[src/rtl/xf100_exu_muldiv_if.sv]
// rtl/xf100_exu_muldiv_if.sv - issue/write-back bundle between the EXU and the mul/div unit
interface xf100_exu_muldiv_if #(
    parameter int XLEN    = 32,
    parameter int RFIDX_W = 5
);
    logic               req_valid;
    logic               req_ready;
    logic [2:0]         req_op;
    logic [XLEN-1:0]    req_rs1;
    logic [XLEN-1:0]    req_rs2;
    logic [RFIDX_W-1:0] req_rdidx;
    logic               flush;
    logic               busy;
    logic [RFIDX_W-1:0] busy_rdidx;
    logic               wbck_ready;
    logic               wbck_en;
    logic [XLEN-1:0]    wbck_data;
    logic [RFIDX_W-1:0] wbck_rdidx;

    modport master (
        output req_valid, req_op, req_rs1, req_rs2, req_rdidx, flush, wbck_ready,
        input  req_ready, busy, busy_rdidx, wbck_en, wbck_data, wbck_rdidx
    );

    modport slave (
        input  req_valid, req_op, req_rs1, req_rs2, req_rdidx, flush, wbck_ready,
        output req_ready, busy, busy_rdidx, wbck_en, wbck_data, wbck_rdidx
    );
endinterface

[src/rtl/xf100_exu_muldiv.sv]
// rtl/xf100_exu_muldiv.sv - iterative RV32M multiply/divide unit feeding write-back source 1
module xf100_exu_muldiv #(
    parameter int XLEN    = 32,
    parameter int RFIDX_W = 5
) (
    input  logic                 clk,
    input  logic                 rst_n,
    xf100_exu_muldiv_if.slave    bus
);
    localparam int CW = $clog2(XLEN);

    localparam logic [1:0] S_IDLE  = 2'd0;
    localparam logic [1:0] S_CALC  = 2'd1;
    localparam logic [1:0] S_FIXUP = 2'd2;
    localparam logic [1:0] S_DONE  = 2'd3;

    localparam logic [CW-1:0]   L_LAST = CW'(XLEN - 1);
    localparam logic [XLEN-1:0] L_MIN  = {1'b1, {(XLEN-1){1'b0}}};

    logic [1:0]          r_state;
    logic [CW-1:0]       r_cnt;
    logic [2:0]          r_op;
    logic [RFIDX_W-1:0]  r_rdidx;
    logic                r_neg;
    logic [XLEN-1:0]     r_hi;
    logic [XLEN-1:0]     r_lo;
    logic [XLEN-1:0]     r_b;
    logic [XLEN-1:0]     r_res;

    logic                w_idle;
    logic                w_done;
    logic                w_ready;
    logic                w_accept;
    logic                w_is_div;
    logic                w_a_signed;
    logic                w_b_signed;
    logic                w_a_neg;
    logic                w_b_neg;
    logic [XLEN-1:0]     w_a_mag;
    logic [XLEN-1:0]     w_b_mag;
    logic                w_neg;
    logic                w_div0;
    logic                w_ovf;
    logic [XLEN-1:0]     w_special_res;
    logic [XLEN:0]       w_mul_sum;
    logic [XLEN:0]       w_div_shift;
    logic [XLEN+1:0]     w_div_diff;
    logic                w_div_ok;
    logic [2*XLEN-1:0]   w_prod;
    logic [2*XLEN-1:0]   w_prod_s;
    logic [XLEN-1:0]     w_quo_s;
    logic [XLEN-1:0]     w_rem_s;
    logic [XLEN-1:0]     w_fix_res;

    assign w_idle   = (r_state == S_IDLE);
    assign w_done   = (r_state == S_DONE);
    assign w_ready  = w_idle && !bus.flush;
    assign w_accept = bus.req_valid && w_ready;

    // Operand signedness: divides follow op[0]; MULHSU keeps rs1 signed, MULHU neither.
    assign w_is_div   = bus.req_op[2];
    assign w_a_signed = w_is_div ? !bus.req_op[0] : (bus.req_op[1:0] != 2'b11);
    assign w_b_signed = w_is_div ? !bus.req_op[0] : !bus.req_op[1];
    assign w_a_neg    = w_a_signed && bus.req_rs1[XLEN-1];
    assign w_b_neg    = w_b_signed && bus.req_rs2[XLEN-1];
    assign w_a_mag    = w_a_neg ? -bus.req_rs1 : bus.req_rs1;
    assign w_b_mag    = w_b_neg ? -bus.req_rs2 : bus.req_rs2;
    assign w_neg      = (w_is_div && bus.req_op[1]) ? w_a_neg : (w_a_neg ^ w_b_neg);

    assign w_div0 = w_is_div && (bus.req_rs2 == '0);
    assign w_ovf  = w_is_div && !bus.req_op[0] && (bus.req_rs1 == L_MIN) && (bus.req_rs2 == '1);

    always_comb begin
        w_special_res = '0;
        if (w_div0) begin
            w_special_res = bus.req_op[1] ? bus.req_rs1 : '1;
        end else begin
            w_special_res = bus.req_op[1] ? '0 : L_MIN;
        end
    end

    // r_hi:r_lo is the product (multiply) or partial remainder:dividend/quotient (divide).
    assign w_mul_sum   = {1'b0, r_hi} + (r_lo[0] ? {1'b0, r_b} : '0);
    assign w_div_shift = {r_hi, r_lo[XLEN-1]};
    assign w_div_diff  = {1'b0, w_div_shift} - {2'b0, r_b};
    assign w_div_ok    = !w_div_diff[XLEN+1];

    assign w_prod   = {r_hi, r_lo};
    assign w_prod_s = r_neg ? -w_prod : w_prod;
    assign w_quo_s  = r_neg ? -r_lo : r_lo;
    assign w_rem_s  = r_neg ? -r_hi : r_hi;

    always_comb begin
        w_fix_res = '0;
        case (r_op)
            3'd0:                w_fix_res = w_prod_s[XLEN-1:0];
            3'd1, 3'd2, 3'd3:    w_fix_res = w_prod_s[2*XLEN-1:XLEN];
            3'd4, 3'd5:          w_fix_res = w_quo_s;
            default:             w_fix_res = w_rem_s;
        endcase
    end

    always_ff @(posedge clk or negedge rst_n) begin
        if (!rst_n) begin
            r_state <= S_IDLE;
            r_cnt   <= '0;
            r_op    <= '0;
            r_rdidx <= '0;
            r_neg   <= 1'b0;
            r_hi    <= '0;
            r_lo    <= '0;
            r_b     <= '0;
            r_res   <= '0;
        end else if (bus.flush) begin
            r_state <= S_IDLE;
            r_cnt   <= '0;
        end else begin
            case (r_state)
                S_IDLE: begin
                    if (w_accept) begin
                        r_op    <= bus.req_op;
                        r_rdidx <= bus.req_rdidx;
                        r_neg   <= w_neg;
                        r_hi    <= '0;
                        r_lo    <= w_a_mag;
                        r_b     <= w_b_mag;
                        r_cnt   <= '0;
                        if (w_div0 || w_ovf) begin
                            r_res   <= w_special_res;
                            r_state <= S_DONE;
                        end else begin
                            r_state <= S_CALC;
                        end
                    end
                end
                S_CALC: begin
                    if (r_op[2]) begin
                        r_hi <= w_div_ok ? w_div_diff[XLEN-1:0] : w_div_shift[XLEN-1:0];
                        r_lo <= {r_lo[XLEN-2:0], w_div_ok};
                    end else begin
                        r_hi <= w_mul_sum[XLEN:1];
                        r_lo <= {w_mul_sum[0], r_lo[XLEN-1:1]};
                    end
                    r_cnt <= r_cnt + CW'(1);
                    if (r_cnt == L_LAST) begin
                        r_cnt   <= '0;
                        r_state <= S_FIXUP;
                    end
                end
                S_FIXUP: begin
                    r_res   <= w_fix_res;
                    r_state <= S_DONE;
                end
                default: begin
                    if (bus.wbck_ready) begin
                        r_state <= S_IDLE;
                    end
                end
            endcase
        end
    end

    // Write-back outputs are zero-gated: the merge stage ORs all sources together.
    assign bus.req_ready  = w_ready;
    assign bus.busy       = !w_idle;
    assign bus.busy_rdidx = w_idle ? '0 : r_rdidx;
    assign bus.wbck_en    = w_done;
    assign bus.wbck_data  = w_done ? r_res : '0;
    assign bus.wbck_rdidx = w_done ? r_rdidx : '0;
endmodule

[src/flat_wrapper.sv]
// flat-port wrapper written by rule: the top's interface ports become plain ports
module xf100_exu_muldiv_flat 
#(
    parameter int XLEN    = 32,
    parameter int RFIDX_W = 5
)
  (clk, rst_n, bus_req_valid, bus_req_op, bus_req_rs1, bus_req_rs2, bus_req_rdidx, bus_flush, bus_wbck_ready, bus_req_ready, bus_busy, bus_busy_rdidx, bus_wbck_en, bus_wbck_data, bus_wbck_rdidx);
  xf100_exu_muldiv_if #(.XLEN(XLEN), .RFIDX_W(RFIDX_W)) bus_i ();
  input  logic clk;
  input  logic rst_n;
  input wire logic [$bits(bus_i.req_valid)-1:0] bus_req_valid;
  input wire logic [$bits(bus_i.req_op)-1:0] bus_req_op;
  input wire logic [$bits(bus_i.req_rs1)-1:0] bus_req_rs1;
  input wire logic [$bits(bus_i.req_rs2)-1:0] bus_req_rs2;
  input wire logic [$bits(bus_i.req_rdidx)-1:0] bus_req_rdidx;
  input wire logic [$bits(bus_i.flush)-1:0] bus_flush;
  input wire logic [$bits(bus_i.wbck_ready)-1:0] bus_wbck_ready;
  output wire logic [$bits(bus_i.req_ready)-1:0] bus_req_ready;
  output wire logic [$bits(bus_i.busy)-1:0] bus_busy;
  output wire logic [$bits(bus_i.busy_rdidx)-1:0] bus_busy_rdidx;
  output wire logic [$bits(bus_i.wbck_en)-1:0] bus_wbck_en;
  output wire logic [$bits(bus_i.wbck_data)-1:0] bus_wbck_data;
  output wire logic [$bits(bus_i.wbck_rdidx)-1:0] bus_wbck_rdidx;
  assign bus_i.req_valid = bus_req_valid;
  assign bus_i.req_op = bus_req_op;
  assign bus_i.req_rs1 = bus_req_rs1;
  assign bus_i.req_rs2 = bus_req_rs2;
  assign bus_i.req_rdidx = bus_req_rdidx;
  assign bus_i.flush = bus_flush;
  assign bus_i.wbck_ready = bus_wbck_ready;
  assign bus_req_ready = bus_i.req_ready;
  assign bus_busy = bus_i.busy;
  assign bus_busy_rdidx = bus_i.busy_rdidx;
  assign bus_wbck_en = bus_i.wbck_en;
  assign bus_wbck_data = bus_i.wbck_data;
  assign bus_wbck_rdidx = bus_i.wbck_rdidx;
  xf100_exu_muldiv #(.XLEN(XLEN), .RFIDX_W(RFIDX_W)) u_core (.clk(clk), .rst_n(rst_n), .bus(bus_i));
endmodule
[config.mk]
export PLATFORM = sky130hd
export DESIGN_NAME = xf100_exu_muldiv_flat
export DESIGN_NICKNAME = d
export VERILOG_FILES = /design/src/rtl/xf100_exu_muldiv_if.sv /design/src/rtl/xf100_exu_muldiv.sv /design/src/flat_wrapper.sv
export SDC_FILE = /design/constraint.sdc
export NUM_CORES = 1
export LEC_CHECK = 0
export CAP_MARGIN = 15
export CORE_ASPECT_RATIO = 1.4
export CORE_MARGIN = 4
export CORE_UTILIZATION = 40
export CTS_BUF_LIST = sky130_fd_sc_hd__clkbuf_8
export DETAILED_ROUTE_END_ITERATION = 8
export PLACE_DENSITY = 0.62
export SLEW_MARGIN = 30
export SYNTH_ARGS = -nofsm -noshare
export SYNTH_HDL_FRONTEND = slang
export SYNTH_SLANG_ARGS = --single-unit
export TNS_END_PERCENT = 10
[constraint.sdc]
create_clock -name clk -period 3.4 [get_ports clk]
set_clock_uncertainty 0.15 [all_clocks]
set_input_delay 0.34 -clock clk [delete_from_list [all_inputs] [get_ports clk]]
set_output_delay 0.34 -clock clk [all_outputs]
set_load 0.03 [all_outputs]
==> flow_metrics.py <==
metrics = {
    "sta": {
        "max_freq_mhz": 297,
        "setup_viol": 0,
        "rsz0062_at_grt": "yes",
        "fin_crit_sh_pct": 99.0,
        "fin_crit_ps": 3370,
        "slew_headroom_pct": 43.6,
        "worstMarginPinSlew_ps": 846,
        "slew_viol_final": 0,
        "hold_viol": 0,
    },
    "placement": {
        "gp_congestion": 1.00,
        "dp_cells": 2743,
        "dp_hpwl_um": 46900,
        "numPortBuffers": 121,
    },
    "die": {
        "ios": 122,
        "placementRows": 84,
        "die_h_um": 239,
        "die_w_um": 173,
        "die-area_um2": 41200,
        "fp.coreArea_um2": 37500,
        "start_util_pct": 40.5,
    },
    "clocking": {
        "clk_transition_reported_paths_ps": 90,
        "clockRootBuffer": "clkbuf_8",
        "cts_tree": "done",
        "clk_path_buf_depth": 2,
        "htreeDepth": 4,
        "numCtsBuffers": 17,
        "clk-insertion-delay-late_ps": 500,
        "cts_sinks": 144,
    },
    "detailed_routing": {
        "drt_iter0_drc": 1132,
        "ant_nets": 0,
        "avgViaCountPerCell": 5.99,
        "dr.pass1.iters": 5,
        "drc": 0,
        "finalWirelength_um": 58600,
        "vias": 16700,
        "wl_per_cell_um": 21.1,
    },
    "power": {
        "p_per_area_nw_per_um2": 937,
        "ir_worst_vdd_uv": 373,
        "power_mw": 17.7,
        "p_leak_nw": 8.16,
    },
    "global_route": {
        "grt_pass1_vias": 16500,
        "grt.total_usage_pct": 27.7,
        "antenna_found_initial": 0,
        "grt_pass1_wl_um": 91000,
        "grt_overflow": 0,
        "grt_max_degree": 83,
    },
    "logic_synthesis": {
        "ys_seq_area_share_pct": 23.7,
        "yosys.area.top_type": "dfrtp_1",
        "synthFlopType": "dfrtp_1",
        "syn_inst": 2052,
        "syn-num-nets": 2206,
        "ys_warn_count": 0,
        "yosys-top-cells-area": "dfrtp_1, o21ai_0, ha_1",
        "syn_area_per_cell_um2": 7.40,
        "syn-cell-area_um2": 15200,
        "yosys.cell_types.count": 84,
        "synth_edf_count": 0,
        "synth_top_cell_area_share_pct": 23.7,
        "synthArstFlopShare_pct": 100,
        "ys_seq_elements": 144,
    },
    "final_layout": {
        "utilization_pct": 50.4,
        "syn2layout_area_growth_pct": 24.6,
        "nFillCells": 3716,
        "final_layout_size_suffix_gt1_share_pct": 14.7,
        "final_nets": 2447,
        "final_cells": 2780,
    },
    "run_status": {
        "status": "completed",
    },
    "critical_path": {
        "crit_type": "register to register",
        "end_kind": "register",
        "critPathMaxFanout": 26,
        "crit_path_start_kind": "register",
        "arrival_ps": 3610,
        "cp.required_ps": 3640,
    },
    "flow_run": {
        "maxCapViolations": 0,
    },
    "min_path": {
        "hp-class": "input port to register",
    },
}
-- placed cells by master (no fill, tap or decap), types with 23 or more instances in the layout --
master	synthesis	layout
nand4_1	32	32
ha_1	75	73
nor3_1	43	41
nand2b_1	32	31
nor2_1	145	143
o21ai_0	228	226
and2_1	52	52
a21o_1	36	35
a21oi_1	131	127
mux2i_1	62	62
xnor2_1	82	82
clkdlybuf4s50_1	0	120
xor2_1	65	65
inv_1	76	75
dfrtp_1	144	141
buf_4	1	240
o211ai_1	23	23
nand2_1	246	244
o31ai_1	36	34
nand3_1	42	41
-- layer usage --
layer / share of wire, % / global-route usage (%) / wire length, um
met5: 0 / 0 / 0
met4: 6.7 / 17.6 / 3940
met3: 4.8 / 3.12 / 2820
met2: 49 / 49.4 / 28600
met1: 40 / 31.6 / 23200
-- per-stage QoR --
step	setup TNS, ps	setup slack [ps]	hold WS (ps)	area [um2]
after global routing	-86.0	-47.7	231	18900
final	0	33.0	214	18900
after floorplan	0	73.4	-106	15200
after CTS	0	3.38	184	18800
after detailed placement	-88.3	-35.3	285	18400
after global placement	-58.3	-58.3	293	18400
-- registers in the layout, indices dropped and copies added, names as in the netlist --
register	cells
u_core.r_rdidx	5
u_core.r_op	3
u_core.r_lo	32
u_core.r_hi	32
u_core.r_state	2
u_core.r_cnt	5
u_core.r_neg	1
u_core.r_b	32
u_core.r_res	32
-- logic make-up (layout without fill, tap and decap cells) --
group,after synthesis,count (layout),share of synthesized area [%]
buffers and inverters,225,479,5.72
and+or+nand+nor,726,726,23.3
AOI/OAI and AO/OA,667,667,28.0
xor gates and xnor gates,147,147,8.47
muxes,66,66,4.38
other,0,1,0
DFF,144,144,23.7
adders and majority gates,77,77,6.44
-- report_power, final --
part / total (mW) / internal [mW] / switching, mW
Clock: 1.53 / 0.741 / 0.788
Sequential: 3.07 / 2.42 / 0.650
Combinational: 13.1 / 5.39 / 7.74
-- cell usage after synthesis, types with 5 or more instances --
library cell and number:
nor3b_1 7, a2111oi_0 5, mux2i_1 62, o31ai_1 36
and3_1 17, buf_2 5, o21ai_0 228, nor3_1 43
a21o_1 36, a211o_1 5, or2_2 11, dfrtp_1 144
o21bai_1 10, o211ai_1 23, a22oi_1 22, or3_1 18
a32oi_1 7, inv_1 76, or4_1 14, a31oi_1 23
o31a_1 5, o221ai_1 16, and2_1 52, xnor2_1 82
buf_1 9, nand3_1 42, a221oi_1 8, nand2b_1 32
clkbuf_1 130, o21a_1 10, nor2b_1 21, a211oi_1 16
nor2_1 145, o22ai_1 8, ha_1 75, a21oi_1 131
xor2_1 65, o41ai_1 19, nand2_1 246, o21ai_1 8
nand4_1 32, nor4_1 24
-- repair_timing --
| action | CTS | global route |
|---|---|---|
| endpoints found under the hold margin | 74 | 0 |
| gates resized for setup | 5 | 24 |
| pin swaps | 4 | 5 |
| hold buffers | 1 | 0 |
| endpoints found under the setup margin | 3 | 23 |
| setup buffers | 1 | 2 |
-- worst max-delay path, cell delays in order (launching register included) --
cell and delay (ps):
dfrtp_1 430, inv_2 150, buf_12 180, nor2_1 60, ha_1 280, a21o_1 200, a21o_1 230, a2111oi_0 480
nor3_1 170, mux2i_1 160, o41ai_1 460, o311a_1 240, a2bb2oi_1 70
-- final timing paths --
kind	from	endpoint	slack, ps	cells past startpoint
min in group asynchronous	rst_n	u_core.r_lo[7]$_DFFE_PN0P_	300	2
setup / recovery	u_core.r_lo[0]$_DFFE_PN0P_	u_core.r_hi[30]$_DFFE_PN0P_	30	12
hold reg to reg	u_core.r_res[0]$_DFFE_PN0P_	u_core.r_res[0]$_DFFE_PN0P_	330	2
setup reg to reg	u_core.r_lo[0]$_DFFE_PN0P_	u_core.r_hi[30]$_DFFE_PN0P_	30	12
max in group asynchronous	rst_n	u_core.r_b[25]$_DFFE_PN0P_	2100	3
hold / removal	bus_req_rdidx[2]	u_core.r_rdidx[2]$_DFFE_PN0P_	210	3
-- final cells by class --
cell class	count	area, um2	share of cell area (%)
timing repair buffer	369	3160	16.7
clock inverter	14	166	0.879
antenna	1	2.50	0.0132
clock buffer	18	248	1.31
tap	473	592	3.13
multi-input combinational	1683	10900	57.3
inverter	78	293	1.55
sequential	144	3610	19.1
Note: power is estimated with default switching activity, not from simulation.
